File: src/rtl/fast_cmd_pkg.sv
`default_nettype none
// ============================================================================
//  Module  : fast_cmd_pkg
//  Brief   : Fast-command word format, flag codes and pending-vector layout.
//  Revision: 1.0  initial release
// ============================================================================
package fast_cmd_pkg;

   localparam logic [2:0] HEADER    = 3'b110;
   localparam logic [7:0] IDLE_WORD = 8'hC1;

   localparam logic [3:0] Idle                 = 4'b0000;
   localparam logic [3:0] OrbitSync            = 4'b0001;
   localparam logic [3:0] L1A_Normal           = 4'b0010;
   localparam logic [3:0] L1A_Normal_OrbitSync = 4'b0011;
   localparam logic [3:0] L1A_Full             = 4'b0100;
   localparam logic [3:0] L1A_Full_OrbitSync   = 4'b0101;
   localparam logic [3:0] OrbitCountReset      = 4'b0111;
   localparam logic [3:0] CalibReq             = 4'b1000;
   localparam logic [3:0] Calib_L1A_Normal     = 4'b1001;
   localparam logic [3:0] Calib_L1A_Full       = 4'b1010;
   localparam logic [3:0] ReSync_L1A_Full      = 4'b1011;
   localparam logic [3:0] ReSync               = 4'b1111;

   localparam int PND_ORBIT_SYNC = 0;
   localparam int PND_L1A_NORMAL = 1;
   localparam int PND_L1A_FULL   = 2;
   localparam int PND_CALIB_REQ  = 3;
   localparam int PND_CALIB_L1A  = 4;
   localparam int PND_OCR        = 5;
   localparam int PND_RESYNC     = 6;
   localparam int PND_W          = 7;

   typedef logic [PND_W-1:0] pending_t;

   function automatic logic [2:0] countOnes(input pending_t v);
      logic [2:0] n;
      n = 3'd0;
      for (int i = 0; i < PND_W; i++) n = n + {2'b00, v[i]};
      return n;
   endfunction

endpackage
`default_nettype wire

File: src/rtl/fast_cmd_word_sel.sv
`default_nettype none
// ============================================================================
//  Module  : fast_cmd_word_sel
//  Brief   : Priority selector choosing the frame's fast-command flag.
//  Revision: 1.0  initial release
// ============================================================================
module fast_cmd_word_sel
   import fast_cmd_pkg::*;
#(
   parameter bit L1A_FULL_FIRST = 1'b0
) (
   input  pending_t   pending,
   input  logic       enable,
   output logic [3:0] flag,
   output pending_t   clrMask
);

   logic w_anyL1a;
   logic w_selFull;

   assign w_anyL1a = pending[PND_L1A_NORMAL] | pending[PND_L1A_FULL];

   always_comb begin
      flag      = Idle;
      clrMask   = '0;
      w_selFull = L1A_FULL_FIRST ? pending[PND_L1A_FULL] : ~pending[PND_L1A_NORMAL];
      if (!enable) begin
         flag = Idle;
      end else if (pending[PND_RESYNC] && pending[PND_L1A_FULL]) begin
         flag                    = ReSync_L1A_Full;
         clrMask[PND_RESYNC]     = 1'b1;
         clrMask[PND_L1A_FULL]   = 1'b1;
      end else if (pending[PND_RESYNC]) begin
         flag                    = ReSync;
         clrMask[PND_RESYNC]     = 1'b1;
      end else if (pending[PND_OCR]) begin
         flag                    = OrbitCountReset;
         clrMask[PND_OCR]        = 1'b1;
         clrMask[PND_ORBIT_SYNC] = 1'b1;
      end else if (w_anyL1a) begin
         // A calibration-qualified L1A cannot carry orbit sync; it waits a frame.
         if (pending[PND_CALIB_L1A]) begin
            flag                   = w_selFull ? Calib_L1A_Full : Calib_L1A_Normal;
            clrMask[PND_CALIB_L1A] = 1'b1;
         end else if (pending[PND_ORBIT_SYNC]) begin
            flag                    = w_selFull ? L1A_Full_OrbitSync : L1A_Normal_OrbitSync;
            clrMask[PND_ORBIT_SYNC] = 1'b1;
         end else begin
            flag = w_selFull ? L1A_Full : L1A_Normal;
         end
         clrMask[PND_L1A_FULL]   = w_selFull;
         clrMask[PND_L1A_NORMAL] = ~w_selFull;
      end else if (pending[PND_ORBIT_SYNC]) begin
         flag                    = OrbitSync;
         clrMask[PND_ORBIT_SYNC] = 1'b1;
      end else if (pending[PND_CALIB_REQ]) begin
         flag                    = CalibReq;
         clrMask[PND_CALIB_REQ]  = 1'b1;
      end
   end

endmodule
`default_nettype wire

File: src/rtl/fast_cmd_encoder.sv
`default_nettype none
// ============================================================================
//  Module  : fast_cmd_encoder
//  Brief   : Collects fast-command requests and serializes one word per frame.
//  Revision: 1.0  initial release
// ============================================================================
module fast_cmd_encoder
   import fast_cmd_pkg::*;
#(
   parameter int DROP_CNT_W     = 8,
   parameter bit L1A_FULL_FIRST = 1'b0
) (
   input  logic                  Clk_320_TS,
   input  logic                  n_rstExt,
   input  logic                  enable,
   input  logic                  req_orbit_sync,
   input  logic                  req_l1a_normal,
   input  logic                  req_l1a_full,
   input  logic                  req_orbit_count_reset,
   input  logic                  req_calib_req,
   input  logic                  req_calib_l1a,
   input  logic                  req_resync,
   output logic                  cmd_tx,
   output logic                  clk40_tx,
   output logic                  frame_start,
   output logic [7:0]            word_sent,
   output logic [6:0]            pending,
   output logic [DROP_CNT_W-1:0] drop_cnt
);

   logic [2:0]            r_phase;
   logic [7:0]            r_shreg;
   logic [7:0]            r_wordSent;
   pending_t              r_pending;
   logic [DROP_CNT_W-1:0] r_dropCnt;

   pending_t              w_req;
   pending_t              w_selClr;
   pending_t              w_clr;
   pending_t              w_drop;
   logic [3:0]            w_selFlag;
   logic                  w_load;
   logic [DROP_CNT_W+2:0] w_dropSum;
   logic [DROP_CNT_W-1:0] w_dropNext;

   assign w_req = {req_resync, req_orbit_count_reset, req_calib_l1a, req_calib_req,
                   req_l1a_full, req_l1a_normal, req_orbit_sync};

   fast_cmd_word_sel #(
      .L1A_FULL_FIRST (L1A_FULL_FIRST)
   ) u_wordSel (
      .pending (r_pending),
      .enable  (enable),
      .flag    (w_selFlag),
      .clrMask (w_selClr)
   );

   assign w_load = (r_phase == 3'd7);
   assign w_clr  = w_load ? w_selClr : '0;
   // A strobe landing on a flag that is cleared this same edge re-arms it, so it is not a drop.
   assign w_drop = w_req & r_pending & ~w_clr;

   assign w_dropSum  = {3'b000, r_dropCnt} + {{DROP_CNT_W{1'b0}}, countOnes(w_drop)};
   assign w_dropNext = (|w_dropSum[DROP_CNT_W+2:DROP_CNT_W]) ? {DROP_CNT_W{1'b1}}
                                                             : w_dropSum[DROP_CNT_W-1:0];

   always_ff @(posedge Clk_320_TS or negedge n_rstExt) begin
      if (!n_rstExt) begin
         r_phase    <= 3'd0;
         r_shreg    <= IDLE_WORD;
         r_wordSent <= IDLE_WORD;
         r_pending  <= '0;
         r_dropCnt  <= '0;
      end else begin
         r_phase   <= r_phase + 3'd1;
         r_pending <= (r_pending & ~w_clr) | w_req;
         r_dropCnt <= w_dropNext;
         if (w_load) begin
            r_shreg    <= {HEADER, w_selFlag, 1'b1};
            r_wordSent <= {HEADER, w_selFlag, 1'b1};
         end else begin
            r_shreg    <= {r_shreg[6:0], 1'b0};
         end
      end
   end

   assign cmd_tx      = r_shreg[7];
   assign clk40_tx    = ~r_phase[2];
   assign frame_start = (r_phase == 3'd0);
   assign word_sent   = r_wordSent;
   assign pending     = r_pending;
   assign drop_cnt    = r_dropCnt;

endmodule
`default_nettype wire

File: config.mk
export PLATFORM = sky130hd
export DESIGN_NAME = fast_cmd_encoder
export DESIGN_NICKNAME = d
export VERILOG_FILES = /design/src/rtl/fast_cmd_pkg.sv /design/src/rtl/fast_cmd_word_sel.sv /design/src/rtl/fast_cmd_encoder.sv
export SDC_FILE = /design/constraint.sdc
export NUM_CORES = 1
export LEC_CHECK = 0
export ABC_AREA = 1
export ABC_CLOCK_PERIOD_IN_PS = 5050
export CAP_MARGIN = 20
export CELL_PAD_IN_SITES_DETAIL_PLACEMENT = 1
export CELL_PAD_IN_SITES_GLOBAL_PLACEMENT = 1
export CORE_ASPECT_RATIO = 1.1
export CORE_MARGIN = 4
export CORE_UTILIZATION = 37
export CTS_CLUSTER_DIAMETER = 30
export DETAILED_ROUTE_END_ITERATION = 10
export HOLD_SLACK_MARGIN = 0.06
export PLACE_DENSITY = 0.84
export SLEW_MARGIN = 40
export SYNTH_ARGS = -nofsm -noshare
export SYNTH_HDL_FRONTEND = slang
export SYNTH_HIERARCHICAL = 1
export SYNTH_SLANG_ARGS = --single-unit
File: constraint.sdc
create_clock -name Clk_320_TS -period 5.05 [get_ports Clk_320_TS]
set_input_delay 0.7575 -clock Clk_320_TS [delete_from_list [all_inputs] [get_ports Clk_320_TS]]
set_output_delay 0.7575 -clock Clk_320_TS [all_outputs]
set_load 0.01 [all_outputs]
==> flow_summary_export.csv, run 1 <==
group,metric,value,unit
outcome,outcome,"complete, no violations",
detailed_routing,drcViolationCount,0,
pwr,pwr-share-seq,0.326,
logic_synthesis,postSynth.asyncResetShare,1.00,
global_route,grt_max_degree,31,
final_layout,syn2layout_area_growth,27.4,%
logic_synthesis,synthCells,202,
pwr,switchingPower,0.390,mW
pwr,internal_power,0.601,mW
final_layout,stdcell_count,294,
setup_path,cp.arrival,4.59,ns
setup_path,cpPeakStageDelay,0.56,ns
sta,fin_worst_skew,0.00545,ns
placed_design,placed_cell_area,0.00203,sq mm
sta,min_period,4.43,ns
final_layout,fillers,542,
detailed_routing,viasPerCell,4.66,
pwr,power.share.switching,0.393,
placed_design,hpwl,3000,microns
min_path,min_from,"r_shreg[5]$_DFF_PN0_",
setup_path,required,5.20,ns
floorplan,die_y,78.3,microns
final_layout,multi_input_area,762,sq um
floorplan,die_width,71.9,microns
clocking,ctsResizeCount,0,
global_route,grt_pass1_vias,1540,
clocking,cts_made_buffers,5,
clocking,root_buffer,"clkbuf_8",
logic_synthesis,yosys_warnings,6,
final_layout,final_cell_mix,"64 x nand2_1, 32 x inv_1, 31 x clkdlybuf4s50_1, 27 x dfrtp_1, 16 x nor2_1",
setup_path,rr_startpoint,"pending[1]$_DFF_PN0_",
detailed_routing,wirelength,3880,microns
clocking,max-clock-path-buffers,2,
detailed_routing,dr.pass1.iters,4,
clocking,htreeDepth,2,
setup_path,critPathCaptureType,"flip-flop",
setup_path,worst_path_max_delay_cell,"clkdlybuf4s50_1",
logic_synthesis,synth_seq_area_share,0.453,
detailed_routing,drtIter0Drc,32,
sta,tns,0,ns
logic_synthesis,synth_area_per_cell,8.24,sq um
sta,fin_worst_hold_slack,0.438,ns
pwr,power,0.991,mW
clocking,ctsHoldBuffers,0,
detailed_routing,wl_per_cell,13.2,microns
global_route,grt_antenna_before_repair,0,
detailed_routing,vias,1369,
final_layout,antenna_cells,0,
final_layout,ff_latch_area,754,sq um
sta,maxSlewViolCount,0,
placed_design,place_ws,0.383,ns
sta,rsz0062_at_grt,"no",
logic_synthesis,netlist_area,0.00166,sq mm
setup_path,cp.buffers_inverters,3,
global_route,gr-total-overflow,0,
logic_synthesis,synth_cell_types,25,
global_route,grt_usage,0.159,
sta,max_freq,226,MHz
logic_synthesis,ys_ff_latch,30,
final_layout,stdcell_area,0.00212,sq mm
floorplan,io_pins,36,
logic_synthesis,synth_edf_count,0,
clocking,clkLatencyLatePin,0.28,ns
setup_path,path_cells,"clkdlybuf4s50_1 > nand2_1 > a21oi_1 > nand2_1 > nand2_1 > nor2_1 > fa_1 > inv_1 > fa_1 > inv_1 > fa_1 > ha_1 > fa_1 > nand3_1 > nand2_1 > nand2_2 > o21ai_0",
clocking,post-cts-setup-buffers,0,
placed_design,placed_cells,286,
detailed_routing,ant_nets,0,
placed_design,io_buffers,31,
pwr,pwr-share-comb,0.476,
setup_path,worstSetupStartpoint,"enable",
final_layout,nets,264,
sta,setup_viol,0,
floorplan,core,0.00432,sq mm
logic_synthesis,ys.flop_type,"dfrtp_1",
clocking,cts.sinks,30,
setup_path,cp_top_family,"adder cells",
pwr,pwr_density_cell,467,mW/mm^2
floorplan,start_util,0.386,
clocking,cts_tree,"yes",
clocking,clk_pin_slew,0.06,ns
floorplan,die_area,0.00564,sq mm
min_path,hp-class,"reg -> reg",
sta,hold_viol_final,0,
final_layout,post-route-util,0.491,
run,cap_violations,0,
sta,fin_ws,0.617,ns
pwr,clkPwrFrac,0.199,
floorplan,row_count,25,
placed_design,gp_congestion,0.794,
global_route,grt_pass1_wl,7040,microns
sta,finalCritPeriodShare,0.878,
pwr,power.leakage,1.12,nW
pwr,ir_drop,0.333,mV
final_layout,drive_gt1_frac,0.0917,
setup_path,startpoint_type,"input port",
setup_path,critPathMaxFanout,7,
setup_path,crit_type,"in -> reg",
final_layout,final_common_cell,"nand2_1",
-- state kept, by name, summed over array words and instances (netlist names) --
register and flops:
r_phase 3, pending 7, r_shreg 8, word_sent 4, drop_cnt 8
-- cell type report --
cell class,count,area share
clock buffers,7,0.0407
clock inverters,1,0.00236
inverters,32,0.0566
multi-input cells,137,0.359
flip-flops and latches,30,0.356
well taps,54,0.0319
repair buffers,33,0.153
-- power by group through the flow --
stage | Combinational, mW | Clock, mW | Sequential (mW)
after floorplan | 0.286 | 0 | 0.334
after global placement | 0.439 | 0 | 0.325
after detailed placement | 0.468 | 0 | 0.327
after CTS | 0.478 | 0.204 | 0.325
after global routing | 0.550 | 0.217 | 0.331
final | 0.472 | 0.197 | 0.323
-- kinds of logic (layout without fill, tap and decap cells) --
kind of cell | count (synthesis) | count (layout) | share of synthesized area
buffers and inverters | 37 | 73 | 0.0932
other | 2 | 4 | 0.00451
AO/OA/AOI/OAI | 12 | 12 | 0.0413
adder cells (fa/ha/maj) | 15 | 15 | 0.131
AND/OR/NAND/NOR | 106 | 106 | 0.277
flip-flops | 30 | 30 | 0.453
-- Yosys cell counts, drive strengths merged (3+ instances only) --
library cell | count | area (sq um)
ha | 11 | 138
fa | 4 | 80.1
nand2 | 66 | 253
nor2 | 18 | 77.6
nand3 | 16 | 85.1
dfrtp | 27 | 676
or2 | 3 | 21.3
buf | 5 | 35.0
inv | 32 | 120
a21oi | 7 | 35.0
o21ai | 3 | 18.8
dfstp | 3 | 78.8
-- worst register-to-register path, cell delays in order, from the launching register on --
cell and delay [ns]:
dfrtp_1 0.44, o21ai_2 0.23, nand2_1 0.10, a21oi_1 0.13, nand2_1 0.06, nand2_1 0.08
nor2_1 0.07, fa_1 0.51, inv_1 0.06, fa_1 0.53, inv_1 0.06, fa_1 0.49
ha_1 0.24, fa_1 0.41, nand3_1 0.13, nand2_1 0.11, nand2_2 0.16, o21ai_0 0.11
-- layer usage --
layer | global-route usage | wire [microns]
met1 | 0.194 | 1740
met2 | 0.273 | 1910
met3 | 0.0359 | 154
met4 | 0.0564 | 65
met5 | 0 | 0
-- worst paths after layout --
check,to,slack (ns),cells after the start
worst max-delay path,drop_cnt[2]$_DFF_PN0_,0.62,17
worst min-delay path,r_shreg[6]$_DFF_PN1_,0.44,1
worst max register to register,drop_cnt[2]$_DFF_PN0_,1.00,17
worst min register to register,r_shreg[6]$_DFF_PN1_,0.44,1
max in group asynchronous,r_shreg[7]$_DFF_PN1_,3.85,2
min in group asynchronous,word_sent[3]$_DFFE_PN0N_,0.88,2
No activity file was read; power rests on OpenSTA's default activity.
==> run 2: changes to the inputs <==
--- a/config.mk
+++ b/config.mk
@@ -5,14 +5,13 @@
 export SDC_FILE = /design/constraint.sdc
 export NUM_CORES = 1
 export LEC_CHECK = 0
-export ABC_AREA = 1
 export ABC_CLOCK_PERIOD_IN_PS = 5050
 export CAP_MARGIN = 20
 export CELL_PAD_IN_SITES_DETAIL_PLACEMENT = 1
 export CELL_PAD_IN_SITES_GLOBAL_PLACEMENT = 1
 export CORE_ASPECT_RATIO = 1.1
 export CORE_MARGIN = 4
-export CORE_UTILIZATION = 37
+export CORE_UTILIZATION = 38
 export CTS_CLUSTER_DIAMETER = 30
 export DETAILED_ROUTE_END_ITERATION = 10
 export HOLD_SLACK_MARGIN = 0.06
==> run 2 against run 1 <==
Compared with the run above: combinational power fell by 1%; synthesized cell count fell by 20%; clock skew fell by 0.00095 ns; global-route usage rose by 1.3 points; cell count fell by 15%; routed wire length rose by 6.3%; register-to-register slack got worse by 0.50 ns; first-iteration DRC count rose to 2.6 times the previous value.
==> flow_summary_export.csv, run 2 <==
group,metric,value,unit
final_layout,final_cell_mix,"31 x clkdlybuf4s50_1, 27 x dfrtp_1, 19 x inv_1, 16 x nand2_1, 14 x o21ai_0",
pwr,pwr-share-comb,0.484,
final_layout,antenna_cells,0,
outcome,outcome,"complete, no violations",
floorplan,io_pins,36,
clocking,max-clock-path-buffers,2,
logic_synthesis,ys.flop_type,"dfrtp_1",
detailed_routing,viasPerCell,5.02,
sta,maxSlewViolCount,0,
detailed_routing,drtIter0Drc,82,
logic_synthesis,synth_cell_types,38,
pwr,switchingPower,0.358,mW
min_path,hp-class,"reg -> reg",
global_route,grt_antenna_before_repair,0,
sta,fin_worst_hold_slack,0.457,ns
clocking,cts_tree,"yes",
placed_design,gp_congestion,0.882,
setup_path,cp.buffers_inverters,3,
floorplan,row_count,24,
setup_path,path_cells,"clkdlybuf4s50_1 > nor3b_1 > nand2_1 > and3_1 > fa_1 > inv_1 > fa_1 > inv_1 > fa_1 > ha_1 > fa_1 > a21o_1 > a21oi_2 > nor2_1 > mux2_4",
setup_path,cpPeakStageDelay,0.53,ns
logic_synthesis,netlist_area,0.00162,sq mm
setup_path,worst_path_max_delay_cell,"fa_1",
sta,max_freq,211,MHz
logic_synthesis,ys_ff_latch,30,
detailed_routing,ant_nets,0,
logic_synthesis,synth_top_area_share,0.417,
setup_path,cp_top_family,"adder cells",
logic_synthesis,synthTopCellsByCount,"27 x dfrtp_1, 19 x inv_1, 16 x nand2_1, 14 x o21ai_0, 11 x ha_1",
setup_path,rr_worst_depth,16,
clocking,cts.sinks,30,
logic_synthesis,synth_edf_count,0,
floorplan,core,0.00405,sq mm
pwr,power.leakage,0.982,nW
floorplan,die_width,70.3,microns
global_route,grt_usage,0.172,
clocking,cts_made_buffers,5,
detailed_routing,wl_per_cell,16.4,microns
sta,rsz0062_at_grt,"no",
placed_design,place_ws,-0.0232,ns
pwr,internal_power,0.607,mW
setup_path,critPathMaxFanout,5,
pwr,pwr_density_cell,464,mW/mm^2
floorplan,die_y,76.5,microns
sta,tns,0,ns
global_route,grt_max_degree,31,
placed_design,io_buffers,31,
final_layout,nets,224,
logic_synthesis,synthCells,161,
sta,finalCritPeriodShare,0.939,
detailed_routing,wirelength,4120,microns
run,cap_violations,0,
placed_design,hpwl,3160,microns
logic_synthesis,synth_seq_area_share,0.465,
sta,hold_viol_final,0,
setup_path,critPathCaptureType,"flip-flop",
clocking,post-cts-setup-buffers,0,
floorplan,die_area,0.00538,sq mm
final_layout,drive_gt1_frac,0.126,
detailed_routing,dr.pass1.iters,4,
sta,fin_worst_skew,0.00449,ns
global_route,gr-total-overflow,0,
pwr,pwr-share-seq,0.325,
clocking,root_buffer,"clkbuf_8",
detailed_routing,vias,1259,
pwr,power.share.switching,0.371,
pwr,clkPwrFrac,0.191,
setup_path,required,5.22,ns
final_layout,final_common_cell,"clkdlybuf4s50_1",
logic_synthesis,postSynth.asyncResetShare,1.00,
logic_synthesis,synth_area_per_cell,10.1,sq um
clocking,htreeDepth,2,
sta,fin_ws,0.306,ns
logic_synthesis,synth.most_common_cell,"dfrtp_1",
global_route,grt_pass1_vias,1470,
sta,setup_viol,0,
setup_path,startpoint_type,"input port",
setup_path,crit_type,"in -> reg",
setup_path,cp.arrival,4.92,ns
logic_synthesis,yosys.area.top_type,"dfrtp_1",
detailed_routing,drcViolationCount,0,
clocking,clkLatencyLatePin,0.29,ns
final_layout,post-route-util,0.513,
setup_path,cpMostUsedCell,"fa_1",
sta,min_period,4.74,ns
pwr,ir_drop,0.308,mV
logic_synthesis,synth_area_leaders,"dfrtp_1 42%, ha_1 8.5%, fa_1 4.9%",
global_route,grt_pass1_wl,7270,microns
final_layout,syn2layout_area_growth,28.3,%
logic_synthesis,yosys_warnings,6,
floorplan,start_util,0.400,
clocking,clk_pin_slew,0.06,ns
min_path,whs_path_depth,1,
setup_path,crit_cells,15,
## run 2: changes by cell type after synthesis, moves of 5 or more
cell | before | now
and3_1 | 0 | 5
inv_1 | 32 | 19
nor2_1 | 16 | 6
nand3_1 | 15 | 0
o21ai_0 | 1 | 14
nand2_1 | 64 | 16
## run 2: cells by family (layout without fill, tap and decap cells)
kind of cell | after synthesis | in the layout | share of synthesized area
mux | 1 | 1 | 0.00926
simple gates | 49 | 49 | 0.164
fa+ha+maj | 15 | 15 | 0.134
buf+inv | 26 | 62 | 0.0702
flops | 30 | 30 | 0.465
xor+xnor | 1 | 1 | 0.00540
other cells | 2 | 4 | 0.00463
compound gates | 37 | 37 | 0.147
## run 2: stage by stage
stage	total power, mW	instance area (sq um)	std cells
finish	0.966	2080	251
global route	1.05	2080	251
CTS	0.975	2080	251
detailed placement	0.773	2000	244
global placement	0.747	2000	244
floorplan	0.613	1630	163
## run 2: what timing repair did
item,in CTS,in global routing
setup endpoints to repair,0,5
gates resized for setup,0,1
hold buffers,0,0
## run 2: power groups by stage
| stage | logic [mW] | clock network (mW) | registers (mW) |
|---|---|---|---|
| 3_3_place_gp | 0.432 | 0 | 0.315 |
| 4_1_cts | 0.471 | 0.190 | 0.314 |
| 6_report | 0.467 | 0.185 | 0.314 |
| 3_5_place_dp | 0.457 | 0 | 0.316 |
| 2_1_floorplan | 0.285 | 0 | 0.328 |
| 5_1_grt | 0.528 | 0.200 | 0.320 |
## run 2: final cells by class
type / count / area [sq um]
clock buffers: 5 / 68.8
well taps: 52 / 65.1
inverters: 19 / 71.3
clock inverters: 2 / 10.0
flip-flops and latches: 30 / 754
multi-input cells: 107 / 763
repair buffers: 36 / 348
fillers: 477 / 1970
## run 2: layer usage
layer,GRT usage,share of wire
met4,0.0460,0.012
met3,0.0488,0.050
met5,0,0
met1,0.193,0.39
met2,0.314,0.55
## run 2: final timing paths
check                                startpoint               endpoint  slack (ns)
setup reg to reg           pending[2]$_DFF_PN0_  drop_cnt[6]$_DFF_PN0_        0.50
max in group asynchronous              n_rstExt   r_shreg[0]$_DFF_PN1_        3.85
hold / removal             r_phase[0]$_DFF_PN0_   r_phase[0]$_DFF_PN0_        0.46
min in group asynchronous              n_rstExt  drop_cnt[0]$_DFF_PN0_        0.87
setup / recovery                         enable  drop_cnt[6]$_DFF_PN0_        0.31
hold reg to reg            r_phase[0]$_DFF_PN0_   r_phase[0]$_DFF_PN0_        0.46
## run 2: worst register-to-register path, stage by stage, from the launching register on
cell     delay (ns)
dfrtp_1        0.40
o21ai_0        0.29
a21oi_1        0.12
nor3b_1        0.18
nand2_1        0.09
and3_1         0.21
fa_1           0.52
inv_1          0.06
fa_1           0.53
inv_1          0.06
fa_1           0.48
ha_1           0.24
fa_1           0.41
a21o_1         0.21
a21oi_2        0.25
nor2_1         0.10
mux2_4         0.30
==> run 3: changes to the inputs <==
--- a/config.mk
+++ b/config.mk
@@ -11,11 +11,13 @@
 export CELL_PAD_IN_SITES_GLOBAL_PLACEMENT = 1
 export CORE_ASPECT_RATIO = 1.1
 export CORE_MARGIN = 4
-export CORE_UTILIZATION = 38
+export CORE_UTILIZATION = 47
 export CTS_CLUSTER_DIAMETER = 30
 export DETAILED_ROUTE_END_ITERATION = 10
+export DONT_BUFFER_PORTS = 1
 export HOLD_SLACK_MARGIN = 0.06
-export PLACE_DENSITY = 0.84
+export PLACE_DENSITY = 0.82
+export RECOVER_POWER = 25
 export SLEW_MARGIN = 40
 export SYNTH_ARGS = -nofsm -noshare
 export SYNTH_HDL_FRONTEND = slang
==> run 3 against run 2 <==
Compared with the run above: first-iteration DRC count fell by 21%; design area fell by 17%; critical path type is now reg -> reg; core utilization rose by 0.33 points; highest routed layer unchanged; routed wire length fell by 15%; largest power group unchanged; via count fell by 9.8%; worst hold slack got worse by 0.35 ns; sequential cell count did not move; register-to-register slack improved by 0.10 ns; power fell by 15%; maximum frequency rose by 6.6%; cell count fell by 14%; clock power fell by 28%.
==> flow_summary_export.csv, run 3 (same netlist as run 2, synthesis figures left out) <==
group,metric,value,unit
setup_path,crit_type,"reg -> reg",
clocking,root_buffer,"clkbuf_4",
clocking,max-clock-path-buffers,2,
setup_path,critPathCaptureType,"flip-flop",
final_layout,final_cell_mix,"27 x dfrtp_1, 19 x inv_1, 16 x nand2_1, 14 x o21ai_0, 11 x ha_1",
clocking,clk_pin_slew,0.09,ns
pwr,power.leakage,0.835,nW
sta,hold_viol_final,0,
pwr,ir_drop,0.308,mV
pwr,switchingPower,0.324,mW
outcome,outcome,"complete, no violations",
sta,finalCritPeriodShare,0.881,
global_route,grt_max_degree,31,
detailed_routing,wirelength,3480,microns
clocking,cts.sinks,30,
clocking,clkLatencyLatePin,0.33,ns
sta,fin_worst_hold_slack,0.110,ns
sta,min_period,4.45,ns
final_layout,fillers,382,
sta,setup_viol,0,
clocking,ctsHoldBuffers,0,
setup_path,rr_startpoint,"pending[2]$_DFF_PN0_",
floorplan,die_area,0.00446,sq mm
pwr,pwr-share-seq,0.406,
sta,rsz0062_at_grt,"no",
final_layout,multi_input_area,761,sq um
pwr,internal_power,0.502,mW
pwr,power,0.825,mW
clocking,htreeDepth,2,
final_layout,drive_gt1_frac,0.132,
final_layout,ff_latch_area,754,sq um
floorplan,start_util,0.487,
floorplan,core,0.00333,sq mm
global_route,grt_usage,0.175,
run,cap_violations,0,
global_route,grt_pass1_vias,1260,
floorplan,row_count,22,
detailed_routing,drtIter0Drc,65,
final_layout,final_common_cell,"dfrtp_1",
setup_path,cp.arrival,4.67,ns
setup_path,startpoint_type,"flip-flop",
clocking,ctsResizeCount,0,
floorplan,io_pins,36,
final_layout,syn2layout_area_growth,6.10,%
global_route,grt_antenna_before_repair,0,
floorplan,die_width,64.0,microns
detailed_routing,drcViolationCount,0,
final_layout,nets,191,
setup_path,reg2reg_to,"drop_cnt[6]$_DFF_PN0_",
global_route,gr-total-overflow,0,
pwr,pwr-share-comb,0.433,
pwr,power.share.switching,0.392,
placed_design,hpwl,2760,microns
sta,maxSlewViolCount,0,
detailed_routing,wl_per_cell,16.2,microns
detailed_routing,dr.pass1.iters,4,
clocking,cts_made_buffers,5,
pwr,pwr_density_cell,480,mW/mm^2
pwr,clkPwrFrac,0.162,
final_layout,antenna_cells,0,
setup_path,rr_worst_depth,16,
detailed_routing,viasPerCell,5.28,
min_path,hp-class,"in -> async",
sta,tns,0,ns
setup_path,rrSetupSlack,0.60,ns
global_route,grt_pass1_wl,5870,microns
sta,fin_worst_skew,0.00532,ns
setup_path,required,5.27,ns
sta,max_freq,225,MHz
floorplan,die_y,69.6,microns
setup_path,critPathMaxFanout,5,
placed_design,gp_congestion,0.831,
placed_design,io_buffers,0,
detailed_routing,vias,1135,
clocking,post-cts-setup-buffers,0,
detailed_routing,ant_nets,0,
clocking,cts_tree,"yes",
run 3: cell count changes in the layout (fill, tap and decap cells not counted), sizes merged:
cell / previous run / this run
buf: 5 / 3
clkbuf: 5 / 6
clkdlybuf4s50: 31 / 0
run 3: worst max path at each step:
stage	slack, ns	from	endpoint	depth (start not counted)
after floorplan	0.63	enable	drop_cnt[6]$_DFF_PN0_	15
after global placement	0.69	enable	drop_cnt[6]$_DFF_PN0_	14
after detailed placement	0.59	enable	drop_cnt[6]$_DFF_PN0_	14
after CTS	0.59	pending[2]$_DFF_PN0_	drop_cnt[6]$_DFF_PN0_	16
after global routing	0.31	pending[2]$_DFF_PN0_	drop_cnt[6]$_DFF_PN0_	16
final	0.60	pending[2]$_DFF_PN0_	drop_cnt[6]$_DFF_PN0_	16
run 3: stage by stage:
step	std cells	util	setup WS (ns)	area [sq um]
after detailed placement	207	0.501	0.593	1670
final	215	0.517	0.601	1720
after global placement	207	0.501	0.690	1670
after CTS	215	0.517	0.590	1720
after floorplan	163	-	0.632	1630
after global routing	215	0.517	0.315	1720
run 3: power groups by stage:
stage,clock [mW],sequential (mW),combinational [mW]
floorplan,0,0.328,0.285
detailed placement,0,0.341,0.361
global placement,0,0.337,0.331
finish,0.133,0.335,0.357
global route,0.153,0.342,0.406
CTS,0.141,0.336,0.364
run 3: final cells by class:
class	count	area share
multi-input cells	107	0.442
inverters	19	0.0415
repair buffers	3	0.0131
clock inverters	2	0.00582
well taps	48	0.0349
clock buffers	6	0.0240
flip-flops and latches	30	0.439
run 3: worst max-delay path, cell delays in order (launching register included):
cell     delay [ns]
dfrtp_1        0.40
o21ai_0        0.23
a21oi_1        0.11
nor3b_1        0.18
nand2_1        0.09
and3_1         0.21
fa_1           0.50
inv_1          0.05
fa_1           0.53
inv_1          0.05
fa_1           0.49
ha_1           0.25
fa_1           0.42
a21o_1         0.22
a21oi_2        0.21
nor2_1         0.10
mux2_4         0.30
run 3: layer usage:
layer / global-route usage / part of all wire / wire [microns]
met5: 0 / 0 / 0
met4: 0.0887 / 0.028 / 96
met3: 0.0729 / 0.072 / 250
met2: 0.319 / 0.54 / 1880
met1: 0.162 / 0.36 / 1260
